===== src/rtl/sobel_row_loader.sv =====
// Sliding 3-row window feeder for the Sobel cores: fetches rows over a single-outstanding read port.
// Optional background row prefetch into a shadow register is enabled by defining SOBEL_ROW_PREFETCH_EN.
module sobel_row_loader #(
  parameter int NUM_ACC = 4,
  parameter int IDATA_W = (NUM_ACC + 2) * 8,
  parameter int ADDR_W  = 32
) (
  input  logic               clk,
  input  logic               reset,
  input  logic               ctrl_start,
  input  logic [ADDR_W-1:0]  ctrl_base_addr,
  input  logic [15:0]        ctrl_stride,
  input  logic [15:0]        ctrl_num_rows,
  output logic               ctrl_busy,
  output logic               ctrl_done,
  output logic               mem_rd_req,
  output logic [ADDR_W-1:0]  mem_rd_addr,
  input  logic               mem_rd_valid,
  input  logic [IDATA_W-1:0] mem_rd_data,
  output logic [IDATA_W-1:0] srow2sacc_row1_data,
  output logic [IDATA_W-1:0] srow2sacc_row2_data,
  output logic [IDATA_W-1:0] srow2sacc_row3_data,
  output logic               srow_valid,
  input  logic               swt_advance,
  output logic [2:0]         dbg_state
);

  typedef enum logic [2:0] {
    S_IDLE  = 3'd0,
    S_FILL  = 3'd1,
    S_READY = 3'd2,
    S_FETCH = 3'd3,
    S_DONE  = 3'd4
  } state_t;

  state_t      state;
  logic [15:0] stride_q;
  logic [15:0] num_rows_q;
  logic [15:0] rows_fetched;
  logic        capture;
  logic        more_rows;

  // Read handshake: mem_rd_req and mem_rd_addr hold until mem_rd_valid; a beat is
  // taken only when both are high, and mem_rd_valid with mem_rd_req low is ignored.
  assign capture   = mem_rd_req & mem_rd_valid;
  assign more_rows = (rows_fetched != num_rows_q);
  assign dbg_state = state;

`ifdef SOBEL_ROW_PREFETCH_EN
  logic [IDATA_W-1:0] shadow;
  logic               shadow_full;
`endif

  always_ff @(posedge clk or posedge reset) begin
    if (reset) begin
      state               <= S_IDLE;
      stride_q            <= '0;
      num_rows_q          <= '0;
      rows_fetched        <= '0;
      ctrl_busy           <= 1'b0;
      ctrl_done           <= 1'b0;
      mem_rd_req          <= 1'b0;
      mem_rd_addr         <= '0;
      srow2sacc_row1_data <= '0;
      srow2sacc_row2_data <= '0;
      srow2sacc_row3_data <= '0;
      srow_valid          <= 1'b0;
`ifdef SOBEL_ROW_PREFETCH_EN
      shadow              <= '0;
      shadow_full         <= 1'b0;
`endif
    end else begin
      ctrl_done <= 1'b0;
      case (state)
        S_IDLE: begin
          if (ctrl_start) begin
            stride_q     <= ctrl_stride;
            num_rows_q   <= ctrl_num_rows;
            rows_fetched <= '0;
            ctrl_busy    <= 1'b1;
            mem_rd_addr  <= ctrl_base_addr;
            if (ctrl_num_rows < 16'd3) begin
              state <= S_DONE;
            end else begin
              mem_rd_req <= 1'b1;
              state      <= S_FILL;
            end
          end
        end

        S_FILL: begin
          if (capture) begin
            mem_rd_req   <= 1'b0;
            mem_rd_addr  <= mem_rd_addr + ADDR_W'(stride_q);
            rows_fetched <= rows_fetched + 16'd1;
            case (rows_fetched[1:0])
              2'd0:    srow2sacc_row1_data <= mem_rd_data;
              2'd1:    srow2sacc_row2_data <= mem_rd_data;
              default: begin
                srow2sacc_row3_data <= mem_rd_data;
                srow_valid          <= 1'b1;
                state               <= S_READY;
              end
            endcase
          end else if (!mem_rd_req) begin
            mem_rd_req <= 1'b1;
          end
        end

        S_READY: begin
`ifdef SOBEL_ROW_PREFETCH_EN
          if (swt_advance) begin
            if (!more_rows && !shadow_full) begin
              srow_valid <= 1'b0;
              state      <= S_DONE;
            end else begin
              srow2sacc_row1_data <= srow2sacc_row2_data;
              srow2sacc_row2_data <= srow2sacc_row3_data;
              if (shadow_full) begin
                srow2sacc_row3_data <= shadow;
                shadow_full         <= 1'b0;
              end else if (capture) begin
                // Row lands on the advance cycle: bypass the shadow entirely.
                srow2sacc_row3_data <= mem_rd_data;
                mem_rd_req          <= 1'b0;
                mem_rd_addr         <= mem_rd_addr + ADDR_W'(stride_q);
                rows_fetched        <= rows_fetched + 16'd1;
              end else begin
                srow_valid <= 1'b0;
                mem_rd_req <= 1'b1;
                state      <= S_FETCH;
              end
            end
          end else if (capture) begin
            shadow       <= mem_rd_data;
            shadow_full  <= 1'b1;
            mem_rd_req   <= 1'b0;
            mem_rd_addr  <= mem_rd_addr + ADDR_W'(stride_q);
            rows_fetched <= rows_fetched + 16'd1;
          end else if (!mem_rd_req && !shadow_full && more_rows) begin
            mem_rd_req <= 1'b1;
          end
`else
          if (swt_advance) begin
            srow_valid <= 1'b0;
            if (!more_rows) begin
              state <= S_DONE;
            end else begin
              srow2sacc_row1_data <= srow2sacc_row2_data;
              srow2sacc_row2_data <= srow2sacc_row3_data;
              mem_rd_req          <= 1'b1;
              state               <= S_FETCH;
            end
          end
`endif
        end

        S_FETCH: begin
          if (capture) begin
            srow2sacc_row3_data <= mem_rd_data;
            srow_valid          <= 1'b1;
            mem_rd_req          <= 1'b0;
            mem_rd_addr         <= mem_rd_addr + ADDR_W'(stride_q);
            rows_fetched        <= rows_fetched + 16'd1;
            state               <= S_READY;
          end
        end

        S_DONE: begin
          // Row registers deliberately keep the last window.
          ctrl_done <= 1'b1;
          ctrl_busy <= 1'b0;
          state     <= S_IDLE;
        end

        default: state <= S_IDLE;
      endcase
    end
  end

endmodule


===== config.mk =====
export PLATFORM = sky130hd
export DESIGN_NAME = sobel_row_loader
export DESIGN_NICKNAME = d
export VERILOG_FILES = /design/src/rtl/sobel_row_loader.sv
export SDC_FILE = /design/constraint.sdc
export NUM_CORES = 1
export LEC_CHECK = 0
export BUFFER_PORTS_ARGS = -buffer_cell sky130_fd_sc_hd__buf_4
export CAP_MARGIN = 5
export CORE_AREA = 2 2 214 216
export DETAILED_ROUTE_END_ITERATION = 16
export DIE_AREA = 0 0 216 218
export PLACE_DENSITY_LB_ADDON = 0.12
export SYNTH_ARGS = -nofsm -noshare
export SYNTH_HDL_FRONTEND = slang
export SYNTH_SLANG_ARGS = --single-unit

===== constraint.sdc =====
create_clock -name clk -period 6.6 [get_ports clk]
set_clock_uncertainty 0.05 [all_clocks]
set_input_delay 0.33 -clock clk [delete_from_list [all_inputs] [get_ports clk]]
set_output_delay 0.33 -clock clk [all_outputs]
set_load 0.1 [all_outputs]

### Word-level counts from Yosys, hierarchy flattened

Index checks and enable logic that the tools add are counted.

* logic and storage cells: 94
* output and inout bits: 183
* bits in registers: 231
* input port bits: 117

* magnitude comparators: 1
* reduce and logical (&&, ||, !) cells: 19
* add/subtract/negate cells: 2
* mux-type cells: 43
* eq/ne operators: 16
* bitwise logic cells: 1

Operators by type and width (number)
* 48-bit two-way mux: 11
* 48-bit case mux with 2 select lines: 3
* 32-bit two-way mux: 2
* 32-bit case mux with 2 select lines: 1
* 32-bit by 16-bit adder with 32-bit output: 1
* 16-bit two-way mux: 2
* 16-bit case mux with 2 select lines: 1
* 3-bit two-way mux: 7
* 5-bit AND reduction: 4
* 16-bit by 1-bit adder with 16-bit output, second input constant: 1
* 16-bit by 2-bit less-than comparator with 1-bit output, second input constant: 1
* 16-bit != test: 1
* 2-bit != test, second input constant: 7
* 1-bit two-way mux: 12
* 3-bit case mux with 4 select lines: 1
* 2-bit nonzero test: 4
* 3-bit by 2-bit == test with 1-bit output, second input constant: 2
* 2-bit by 1-bit != test with 1-bit output, second input constant: 3
* 6-bit AND reduction: 1
* 1-bit case mux with 4 select lines: 1
* 2-bit AND reduction: 2
* 4-bit AND reduction: 1
* 4-bit nonzero test: 1
* 2-bit OR reduction: 2
* 10 further kinds: 10

### Longest topological paths before layout

* depth after elaboration: 5
* mapped depth: 9
* mapped depth without buffers: 9

### Worst setup path before layout

Ideal clock, no wire load.

* path kind: reg2reg
* start: reg mem_rd_addr[0]
* end: reg mem_rd_addr[24]
* setup slack: 3.319 ns
* cell stages (with the launch flop): 10
* data arrival time: 3.100 ns
* data required time: 6.418 ns
* path buffers: 0
* period minus slack after synthesis: 3.281 ns
* setup time: 0.132 ns
* cell sequence: dfrtp_1 > ha_1 > fa_1 > a21o_1 > a221oi_2 > nor4_4 > o311ai_4 > a211oi_4 > a211oi_1 > nor3_2

* cells in the longest elaborated chain, start to end: 3

Ends and longest elaborated chain
* from (decl): line 17 `output logic [ADDR_W-1:0] mem_rd_addr,`
* from (signal assigned): line 81 `mem_rd_addr <= ctrl_base_addr;`
* from (signal assigned): line 94 `mem_rd_addr <= mem_rd_addr + ADDR_W'(stride_q);`
* from (signal assigned): line 163 `mem_rd_addr <= mem_rd_addr + ADDR_W'(stride_q);`
* 32-bit by 16-bit adder with 32-bit output: line 94, 163
* 32-bit two-way mux: line 92, 159
* 32-bit case mux with 2 select lines: line 74 `case (state)`

No other way between the ends. The select of a mux whose other input is x is not followed.
A chain may end at the register's enable or synchronous reset.

### Worst setup path after layout

* start: reg state[1] (netlist: dbg_state[1])
* end: reg srow2sacc_row1_data[11]

* cells in the longest elaborated chain, start to end: 3
* elaborated cells on any way between the ends: 9
* classes of those cells: eq/ne: 6; mux: 1; reduce/logical: 2

Ends and longest elaborated chain
* from (decl): line 36 `state_t state;`
* from (signal assigned): line 56 `state <= S_IDLE;`
* from (signal assigned): line 83 `state <= S_DONE;`
* from (signal assigned): line 86 `state <= S_FILL;`
* 3-bit by 1-bit == test with 1-bit output or 3-bit by 2-bit == test with 1-bit output (tied branches): line 74
* 2-bit by 1-bit != test with 1-bit output (no line), or another cell as far along
* 5-bit AND reduction (no line)
* to (signal assigned): line 97 `2'd0: srow2sacc_row1_data <= mem_rd_data;`
* to (signal assigned): line 149 `srow2sacc_row1_data <= srow2sacc_row2_data;`
* to (decl): line 20 `output logic [IDATA_W-1:0] srow2sacc_row1_data,`

Parallel ways exist; a longest one is shown, timed or not.

==> run metrics <==
die area=0.04709 sq mm; Placed Instances=~2,000; H-tree depth=1; Setup crit start=dbg_state[1]$_DFFE_PP0P_; slew margin rel.=between 10% and 20%; hold endpoint=mem_rd_addr[1]$_DFFE_PP0P_; Post-synth EDFFs=0; cell taking the most area after synthesis=dfrtp_1; critical-path maximum fanout=64; grt peak-use layer=met2; CTS root buf=clkbuf_16; worst r2r src=dbg_state[1]$_DFFE_PP0P_; Pre-antenna DRT Iters=5; WL final=38,390 um; Post-Syn Area=around 0.011 sq mm; post-route insts no fill=2,157; All-Layer GR Usage=between 10% and 20%; Synth warnings=0; critical path capture point type=flop; initial antenna violation count=1; Nets=approximately 1,700; cell mode on critical path=buf_4; via total after detailed routing=~9,800; TNS Setup=0 ns; # port buffers=299; Detail Placement HPWL=between 20,000 and 30,000 um; antenna-violating nets left=0; CTS tree=done; ys async rst share=100.0%; Setup-failing EPs final=0; Post-CTS Resized=0; clock-pin slew on the worst setup and hold paths=0.06 ns; total CTS buffers=29; Critical Path AT=between 4 and 5 ns; fin crit share=a little over half; Distinct cells, synth=58; startpoint types=flop; gpl congestion=0.7721; Layout area overhead=43.17%; post-layout minimum cycle time=about 3.6 ns; initial core utilization=around a quarter; most common cell after layout, fill and taps aside=buf_4; Synth area leaders=dfrtp_1 (52%), a21oi_1 (10%), nand2_1 (4.9%); r2r worst-path depth=8; WP buf/inv=2; max_cap viols=0; footprint of the multi-input gates=0.005024 sq mm; critical hold path startpoint=ctrl_base_addr[1]; first-pass GRT wire length=59,560 um; Crit path required time=around 7.0 ns; Slew @ Worst Pin=about 1.3 ns; drt drc=0; commonest non-fill, non-tap cells in the layout=buf_4 (309), dfrtp_1 (231), a21oi_1 (226), nand2_1 (142), nor2_1 (141); fmax=275.8 MHz; Die W=approximately 220 um; Synth Flop Type=dfrtp_1; met2 Use GR=25.68%; Syn Nets=about 1,300; TritonCTS Sinks=between 200 and 250; Crit-path slowest cell=nor2_4; Avg WL per Cell=around 18 um; clk_lat worst skew=0.57 ns; hold path cells=3; Hold Vio Cnt, Final=0; Worst R2R End=srow2sacc_row1_data[11]$_DFFE_PP0P_; Max Slew Vio Count=0; Ports=300; R2R Setup Slk=about 3.0 ns; Sequential cell area=around 0.0058 sq mm; status=finished clean; Yosys top cell area share=a little over half; vias in the first global route=10,110; detailed-route vias per instance=4.542; Largest delay share family, worst path=simple AND/OR/NAND/NOR gates; Syn Inst Count=~1,200; Seq/Total Area, Yosys=a little over half; grt met3 use=a little over 4%; core box area=0.04489 sq mm; filler instances=4,658; layout cells sized above 1=26.93%; Setup CP Type=reg -> reg; RSZ-0062 raised after global routing=no; DR iter-0 viols=around 460; M1 GR Usage=a little over a fifth; pin count of the biggest net entering global routing=roughly 160; slowest stage delay, CP=0.83 ns; Cell Rows=78; GR Overflow Total=0; Die Ht=between 200 and 250 um; worst-path cell chain=nand2b_1, nor2_4, nand2_1, a21oi_4, buf_4, buf_4, nor2_1, a21oi_1; syn avg cell area=9.499 sq um; class of the worst hold path=in -> reg; CTS Buffer Depth=3; Synth Register Bits=~230
==> registers in the layout, indices dropped and copies added (netlist names), 3 cells and up <==
register	flops
dbg_state	3
mem_rd_addr	32
num_rows_q	16
rows_fetched	16
srow2sacc_row1_data	48
srow2sacc_row2_data	48
srow2sacc_row3_data	48
stride_q	16
==> cell type report <==
type	count	area share (%)
clock inverters	6	0.6858
clock buffers	46	5.479
repair buffers	405	20.73
well taps	600	4.730
diodes	1	0.01577
inverters	11	0.2838
flip-flops and latches	231	36.42
multi-input cells	857	31.65
==> logic make-up (layout without fill, tap and decap cells) <==
family / after synthesis / after routing / share of synthesized area (%)
multiplexers: 48 / 48 / 4.876
flip-flops: 231 / 231 / 52.14
AO/OA/AOI/OAI: 313 / 313 / 16.14
adder cells (fa/ha/maj): 20 / 20 / 2.325
other: 0 / 1 / 0
AND/OR/NAND/NOR: 435 / 435 / 18.32
buffers and inverters: 79 / 468 / 2.957
XOR/XNOR: 41 / 41 / 3.239
==> worst reg2reg max path: stages (launching register included) <==
cell and delay [ns]:
dfrtp_1 0.60, nand2b_1 0.20, nor2_4 0.83, nand2_1 0.42, a21oi_4 0.21, buf_4 0.35, buf_4 0.64, nor2_1 0.12
a21oi_1 0.15
==> cell usage after synthesis, types with 2 or more instances <==
| cell | number |
|---|---|
| o22ai_1 | 3 |
| ha_1 | 19 |
| o21bai_1 | 2 |
| a21o_1 | 11 |
| or2_2 | 2 |
| nor2_1 | 142 |
| o21ai_0 | 23 |
| and4_1 | 3 |
| and2_1 | 53 |
| and3_1 | 14 |
| or3_1 | 11 |
| a31oi_1 | 9 |
| clkbuf_1 | 43 |
| o211ai_1 | 5 |
| buf_2 | 19 |
| buf_4 | 2 |
| a311oi_1 | 7 |
| nor3b_1 | 2 |
| nand4_1 | 12 |
| dfrtp_1 | 231 |
| mux2_2 | 43 |
| xnor2_1 | 10 |
| a211oi_1 | 8 |
| nor2b_1 | 5 |
| buf_1 | 4 |
| nor4_1 | 8 |
| nand3_1 | 21 |
| nor3b_2 | 2 |
| inv_1 | 11 |
| nand2b_1 | 4 |
| o221ai_1 | 2 |
| o22a_1 | 2 |
| a21oi_1 | 228 |
| xor2_1 | 31 |
| nand2_1 | 144 |
| nor3_1 | 5 |
| mux2_1 | 5 |
==> routing by layer <==
metal	wire [um]	part of all wire (%)
met1	17490	46
met2	17550	46
met3	2304	6.0
met4	1042	2.7
met5	0	0
==> how the worst max path moves through the flow <==
| stage | depth (start not counted) | to |
|---|---|---|
| after floorplan | 1 | ctrl_busy$_DFFE_PP0P_ |
| after global placement | 8 | srow2sacc_row1_data[11]$_DFFE_PP0P_ |
| after detailed placement | 8 | srow2sacc_row1_data[18]$_DFFE_PP0P_ |
| after CTS | 8 | srow2sacc_row1_data[4]$_DFFE_PP0P_ |
| after global routing | 8 | srow2sacc_row1_data[4]$_DFFE_PP0P_ |
| final | 8 | srow2sacc_row1_data[11]$_DFFE_PP0P_ |
==> stage by stage <==
stage	area (sq um)	setup WS [ns]	hold WS [ns]	utilization (%)
after floorplan	11090	3.198	0.3854	-
after global placement	13940	2.931	0.2594	31.05
after detailed placement	13940	2.863	0.2626	31.05
after CTS	15870	2.829	0.001609	35.35
after global routing	15870	2.513	0.02418	35.35
final	15870	2.974	0.03527	35.35
==> timing repair <==
| action | in CTS | in global routing |
|---|---|---|
| hold endpoints to repair | 104 | 0 |
| buffers inserted | 0 | 0 |
| hold buffers | 95 | 0 |
Power is left out: the tool's default activity adds up to more than one toggle a clock period on the data nets, which glitch-free logic cannot reach.
